**config.mk**
```make
export PLATFORM = sky130hd
export DESIGN_NAME = matrix_glyph_streamer
export DESIGN_NICKNAME = d
export VERILOG_FILES = /design/src/rtl/matrix_glyph_streamer_pkg.sv /design/src/rtl/matrix_glyph_streamer_font_rom.sv /design/src/rtl/matrix_glyph_streamer.sv
export SDC_FILE = /design/constraint.sdc
export NUM_CORES = 1
export LEC_CHECK = 0
export ABC_AREA = 1
export CAP_MARGIN = 20
export CORE_UTILIZATION = 45
export DETAILED_ROUTE_END_ITERATION = 10
export PLACE_DENSITY = 0.67
export SYNTH_ARGS = -nofsm -noshare
export SYNTH_HDL_FRONTEND = slang
export SYNTH_SLANG_ARGS = --single-unit
```
**constraint.sdc**
```tcl
create_clock -name clk -period 4.3 [get_ports clk]
set_input_delay 0.43 -clock clk [delete_from_list [all_inputs] [get_ports clk]]
set_output_delay 0.43 -clock clk [all_outputs]
set_load 0.02 [all_outputs]
```
**src/rtl/matrix_glyph_streamer_pkg.sv**
```systemverilog
// Shared constants, types, font table and pixel-order helper for the glyph streamer.
package matrix_pkg;

   localparam int ROWS = 8;
   localparam int COLS = 8;
   localparam logic [5:0] LAST_PIX = 6'(ROWS * COLS - 1);

   typedef logic [4:0] glyph_code_t;

   localparam glyph_code_t GLYPH_SPACE = 5'd26;

   typedef enum logic [1:0] {IDLE, LOAD, STREAM, NEXT} state_t;

   // Byte 7 is the top row; the MSB of each byte is the leftmost column.
   localparam logic [63:0] FONT_ROM [27] = '{
      64'h0000780c7ccc7600,  // a
      64'he060607c6666dc00,  // b
      64'h000078ccc0cc7800,  // c
      64'h1c0c0c7ccccc7600,  // d
      64'h000078ccfcc07800,  // e
      64'h386c60f06060f000,  // f
      64'h000076cccc7c0cf8,  // g
      64'he0606c766666e600,  // h
      64'h3000703030307800,  // i
      64'h0c000c0c0ccccc78,  // j
      64'he060666c786ce600,  // k
      64'h7030303030307800,  // l
      64'h0000ccfefed6c600,  // m
      64'h0000f8cccccccc00,  // n
      64'h000078cccccc7800,  // o
      64'h0000dc66667c60f0,  // p
      64'h000076cccc7c0c1e,  // q
      64'h0000dc766660f000,  // r
      64'h00007cc0780cf800,  // s
      64'h10307c3030341800,  // t
      64'h0000cccccccc7600,  // u
      64'h0000cccccc783000,  // v
      64'h0000c6d6fefe6c00,  // w
      64'h0000c66c386cc600,  // x
      64'h0000cccccc7c0cf8,  // y
      64'h0000fc983064fc00,  // z
      64'h0000000000000000   // space
   };

   // Strip order is serpentine: even rows run right-to-left, odd rows left-to-right.
   function automatic logic pixel_bit(input logic [63:0] word, input logic [5:0] p);
      logic [2:0] r;
      logic [2:0] c;
      logic [5:0] zz;
      r  = p[5:3];
      c  = p[2:0];
      zz = r[0] ? {r, c} : {r, ~c};
      return word[6'd63 - zz];
   endfunction

endpackage

```
**src/rtl/matrix_glyph_streamer_font_rom.sv**
```systemverilog
// Combinational 8x8 font lookup; any code past the last glyph maps to the blank word.
module matrix_font_rom
   import matrix_pkg::*;
(
   input  logic [4:0]  code,
   output logic [63:0] glyph_word
);

   // Table lookup with a blank fallback for out-of-range codes.
   always_comb begin
      glyph_word = FONT_ROM[GLYPH_SPACE];
      if (code < GLYPH_SPACE) begin
         glyph_word = FONT_ROM[code];
      end
   end

endmodule

```
**src/rtl/matrix_glyph_streamer.sv**
```systemverilog
// Holds a short glyph message and streams each glyph's 64 LED bits in strip order
// over a valid/ready handshake, looping over the message indefinitely.
module matrix_glyph_streamer
   import matrix_pkg::*;
#(
   parameter int MSG_DEPTH = 16
) (
   input  logic                         clk,
   input  logic                         rst_n,
   input  logic                         wr_en,
   input  logic [4:0]                   wr_char,
   input  logic                         msg_clear,
   input  logic                         pix_ready,
   output logic                         pix_valid,
   output logic                         pix_on,
   output logic                         pix_last,
   output logic                         glyph_first,
   output logic [$clog2(MSG_DEPTH):0]   msg_len,
   output logic                         overflow
);

   localparam int AW = $clog2(MSG_DEPTH);
   localparam int LW = AW + 1;

   glyph_code_t       msg_mem [MSG_DEPTH];
   glyph_code_t       rd_code_reg;
   logic [LW-1:0]     msg_len_reg;
   logic              overflow_reg;
   logic [AW-1:0]     char_idx_reg;
   state_t            state_reg;
   logic [5:0]        pix_cnt_reg;
   logic [63:0]       glyph_word_reg;
   logic              pix_valid_reg;
   logic              pix_on_reg;
   logic              pix_last_reg;
   logic              glyph_first_reg;

   logic              full;
   logic              wr_accept;
   logic [AW-1:0]     wr_addr;
   glyph_code_t       wr_code;
   logic [AW-1:0]     next_idx;
   logic [AW-1:0]     rd_addr;
   logic              transfer;
   logic [63:0]       rom_word;

   // Write path, wrap-around index and read address; a clear redirects the write to entry 0.
   always_comb begin
      full      = (msg_len_reg == LW'(MSG_DEPTH));
      wr_accept = wr_en && (msg_clear || !full);
      wr_addr   = msg_clear ? '0 : msg_len_reg[AW-1:0];
      wr_code   = (wr_char > GLYPH_SPACE) ? GLYPH_SPACE : wr_char;
      next_idx  = ((LW'(char_idx_reg) + LW'(1)) == msg_len_reg) ? '0 : char_idx_reg + AW'(1);
      rd_addr   = (state_reg == NEXT) ? next_idx : char_idx_reg;
      transfer  = pix_valid_reg && pix_ready;
   end

   // Message buffer with a registered read port; NEXT prefetches the following entry for LOAD.
   always_ff @(posedge clk) begin
      if (wr_accept) begin
         msg_mem[wr_addr] <= wr_code;
      end
      rd_code_reg <= msg_mem[rd_addr];
   end

   matrix_font_rom u_font_rom (
      .code       (rd_code_reg),
      .glyph_word (rom_word)
   );

   // Stored length and sticky overflow; clear takes priority and may admit one write.
   always_ff @(posedge clk or negedge rst_n) begin
      if (!rst_n) begin
         msg_len_reg  <= '0;
         overflow_reg <= 1'b0;
      end else if (msg_clear) begin
         msg_len_reg  <= wr_en ? LW'(1) : '0;
         overflow_reg <= 1'b0;
      end else if (wr_en) begin
         if (full) begin
            overflow_reg <= 1'b1;
         end else begin
            msg_len_reg <= msg_len_reg + LW'(1);
         end
      end
   end

   // Streaming FSM with registered pixel outputs.
   always_ff @(posedge clk or negedge rst_n) begin
      if (!rst_n) begin
         state_reg       <= IDLE;
         char_idx_reg    <= '0;
         pix_cnt_reg     <= '0;
         glyph_word_reg  <= '0;
         pix_valid_reg   <= 1'b0;
         pix_on_reg      <= 1'b0;
         pix_last_reg    <= 1'b0;
         glyph_first_reg <= 1'b0;
      end else if (msg_clear) begin
         state_reg       <= IDLE;
         char_idx_reg    <= '0;
         pix_cnt_reg     <= '0;
         pix_valid_reg   <= 1'b0;
         pix_on_reg      <= 1'b0;
         pix_last_reg    <= 1'b0;
         glyph_first_reg <= 1'b0;
      end else begin
         case (state_reg)
            IDLE: begin
               if (msg_len_reg != '0) begin
                  state_reg <= LOAD;
               end
            end
            LOAD: begin
               glyph_word_reg  <= rom_word;
               pix_cnt_reg     <= '0;
               pix_valid_reg   <= 1'b1;
               pix_on_reg      <= pixel_bit(rom_word, 6'd0);
               glyph_first_reg <= 1'b1;
               pix_last_reg    <= 1'b0;
               state_reg       <= STREAM;
            end
            STREAM: begin
               if (transfer) begin
                  glyph_first_reg <= 1'b0;
                  if (pix_cnt_reg == LAST_PIX) begin
                     pix_valid_reg <= 1'b0;
                     pix_on_reg    <= 1'b0;
                     pix_last_reg  <= 1'b0;
                     state_reg     <= NEXT;
                  end else begin
                     pix_cnt_reg  <= pix_cnt_reg + 6'd1;
                     pix_on_reg   <= pixel_bit(glyph_word_reg, pix_cnt_reg + 6'd1);
                     pix_last_reg <= (pix_cnt_reg == LAST_PIX - 6'd1);
                  end
               end
            end
            NEXT: begin
               char_idx_reg <= next_idx;
               state_reg    <= LOAD;
            end
            default: state_reg <= IDLE;
         endcase
      end
   end

   assign pix_valid   = pix_valid_reg;
   assign pix_on      = pix_on_reg;
   assign pix_last    = pix_last_reg;
   assign glyph_first = glyph_first_reg;
   assign msg_len     = msg_len_reg;
   assign overflow    = overflow_reg;

endmodule
```
==> out/metrics.yaml <==
status: "finished clean"
cp-start-kind: "flop"
die_h_um: 139
place_area_mm2: 0.00878
gr-total-overflow: 0
clkTransAtPathRegs_ns: 0.07
critPathBufInv: 1
drive_above_1_share_pct: 6.15
critPathKind: "reg -> reg"
drt_iter0_markers: 863
rsz0062_at_grt: "false"
clockPowerShare_pct: 27.7
required_ns: 4.62
synthesis.nets: 1056
clock.fmax_mhz: 314
cts-buffers-inserted: 17
cap_violations: 0
cp_top_family: "simple AND/OR/NAND/NOR gates"
clock_path_buffers: 2
layout_min_cycle_time_ns: 3.18
tightest_slew_ns: 0.940
p_per_area_mw_per_mm2: 584
postCtsSetupBuffers: 0
antenna_found_initial: 0
num_rows: 49
final-max-slew-violation-count: 0
fin_tns_setup_ns: 0
pwr-share-comb_pct: 35.0
dp_hpwl_um: 15000
synth_edf_count: 80
hold_ws_ns: 0.123
diodes: 0
final_util_pct: 51.5
die-area_mm2: 0.0194
synth_top_flop_cell: "edfxtp_1"
final_nets: 1053
grt_max_degree: 73
p_sw_share_pct: 40.1
largest_register_ffs: 80
cts_tree: "built"
cts.htree.levels: 4
root_buffer: "clkbuf_16"
grt_use_total_pct: 23.9
slowest_stage: "nand2_2"
ys_seq_elements: 157
synth_area_per_cell_um2: 8.24
vias: 7265
io_buffers: 19
cts_sinks: 157
drt_drc_violations_left: 0
critical_path.cell_chain: "ha_1, or2_1, nand3_1, nand3_1, nor2_1, nand3_2, nand2_2, buf_4, nand2_2, nand2_1, nand2_1, nand2_1, nand3_1, nand3_1, nand2_1"
p_int_uw: 3280
design_area_mm2: 0.00937
leakage_uw: 0.00409
hold_path_class: "in -> async"
clock_latency_ns: 0.44
min_period_over_period_pct: 74.0
grt_pass1_vias: 6862
gp_congestion: 0.973
grt_pass1_wl_um: 36000
cp_max_fo: 42
yosysWarnings: 0
drtAntennaViolNets: 0
synthDistinctLibCells: 47
ios: 20
wl_um: 22400
postCtsHoldBufs: 0
first_pass_iters: 6
ir_drop_mv: 0.350
slowest_delay_ns: 0.58
relSlewSlack_pct: 37.3
cts.repair.resized: 0
seqPwrFrac_pct: 37.3
synthToLayoutAreaGrowth_pct: 10.5
finalClockSkew_ns: 0.0130
endpoint_kind: "flop"
via_per_inst: 5.72
synthCells: 1030
synthArstFlopShare_pct: 45.9
p_sw_uw: 2200
setup_viol: 0
start_util_pct: 46.6
fp.coreArea_mm2: 0.0182
seq_area_frac_synth_pct: 50.7
hold_viol_final: 0
netlist_area_mm2: 0.00849
routedWlPerCell_um: 17.6
dieWidth_um: 139
arrival_ns: 3.50
## power by group through the flow
stage                     Clock, uW  Combinational, uW  Sequential (uW)
after detailed placement          0               1870             2070
after floorplan                   0               1400             2000
after CTS                      1530               1880             2040
final                          1520               1920             2050
after global placement            0               1880             2060
after global routing           1590               2130             2070
## layout by cell type, fill, tap and decap left out, drive strengths merged, types with 2 or more instances in the layout
cell type	instances
nand3b	9
o31ai	10
nand3	132
clkdlybuf4s50	18
a32o	12
xnor2	3
clkinv	5
edfxtp	80
a21oi	26
dfxtp	5
or2	4
nor2	91
a32oi	3
dfrtp	72
clkinvlp	2
nand4	5
a22oi	5
a31oi	5
o21ai	75
nor3	12
nand2	287
inv	103
clkbuf	18
xor2	4
buf	11
o22ai	17
ha	16
## synth_stat cells, types with 12 or more instances
cell | instances | area, um2
buf_2 | 13 | 65.1
o21ai_0 | 69 | 345
ha_1 | 16 | 200
nor2_1 | 91 | 342
edfxtp_1 | 80 | 2400
nand2_1 | 277 | 1040
a32o_1 | 12 | 120
dfrtp_1 | 72 | 1800
nor3_1 | 12 | 60.1
o22ai_1 | 17 | 106
inv_1 | 90 | 338
nand3_1 | 129 | 646
clkbuf_1 | 27 | 101
a21oi_1 | 25 | 125
## final timing paths
path                                  from  cells after the start  slack (ns)                 end
min in group clk               glyph_first                      2        0.48         glyph_first
setup / recovery           char_idx_reg[0]                     15        1.12      rd_code_reg[3]
max in group asynchronous            rst_n                      1        3.55  glyph_word_reg[21]
setup reg to reg           char_idx_reg[0]                     15        1.12      rd_code_reg[3]
hold reg to reg                glyph_first                      2        0.48         glyph_first
hold / removal                       rst_n                      1        0.12            pix_last
## area by class of cell
class | instances | area (um2)
Fill cell | 1697 | 8830
Clock inverter | 14 | 166
Sequential cell | 157 | 4300
Clock buffer | 18 | 429
Tap cell | 229 | 287
Multi-Input combinational cell | 725 | 3560
Inverter | 97 | 364
Timing Repair Buffer | 29 | 263
## logic make-up (layout without fill, tap and decap cells)
| kind of cell | after synthesis | after routing | synth area share (%) |
|---|---|---|---|
| AOI/OAI and AO/OA | 161 | 161 | 11.4 |
| xor gates and xnor gates | 7 | 7 | 0.723 |
| adders and majority gates | 16 | 16 | 2.36 |
| buffers and inverters | 148 | 158 | 7.31 |
| DFF | 157 | 157 | 50.7 |
| and+or+nand+nor | 541 | 541 | 27.5 |
## worst register-to-register path: stages (launching register included)
cell and delay (ns):
dfrtp_1 0.43, ha_1 0.27, or2_1 0.22, nand3_1 0.06, nand3_1 0.07, nor2_1 0.15
nand3_2 0.13, nand2_2 0.07, buf_4 0.39, nand2_2 0.59, nand2_1 0.23, nand2_1 0.07
nand2_1 0.06, nand3_1 0.13, nand3_1 0.12, nand2_1 0.07
## metal layers
metal  track usage [%]  share of wire [%]
met1              31.7                 43
met2              38.6                 47
met3              4.40                6.8
met4              10.2                2.7
met5                 0                  0
## per-stage QoR
stage / instances / power [uW] / setup slack (ns)
final: 1269 / 5480 / 1.12
after global routing: 1269 / 5800 / 0.771
after CTS: 1269 / 5450 / 1.10
after detailed placement: 1237 / 3940 / 1.13
after global placement: 1237 / 3940 / 1.21
after floorplan: 1030 / 3400 / 2.32
No activity file was read; power rests on OpenSTA's default activity.
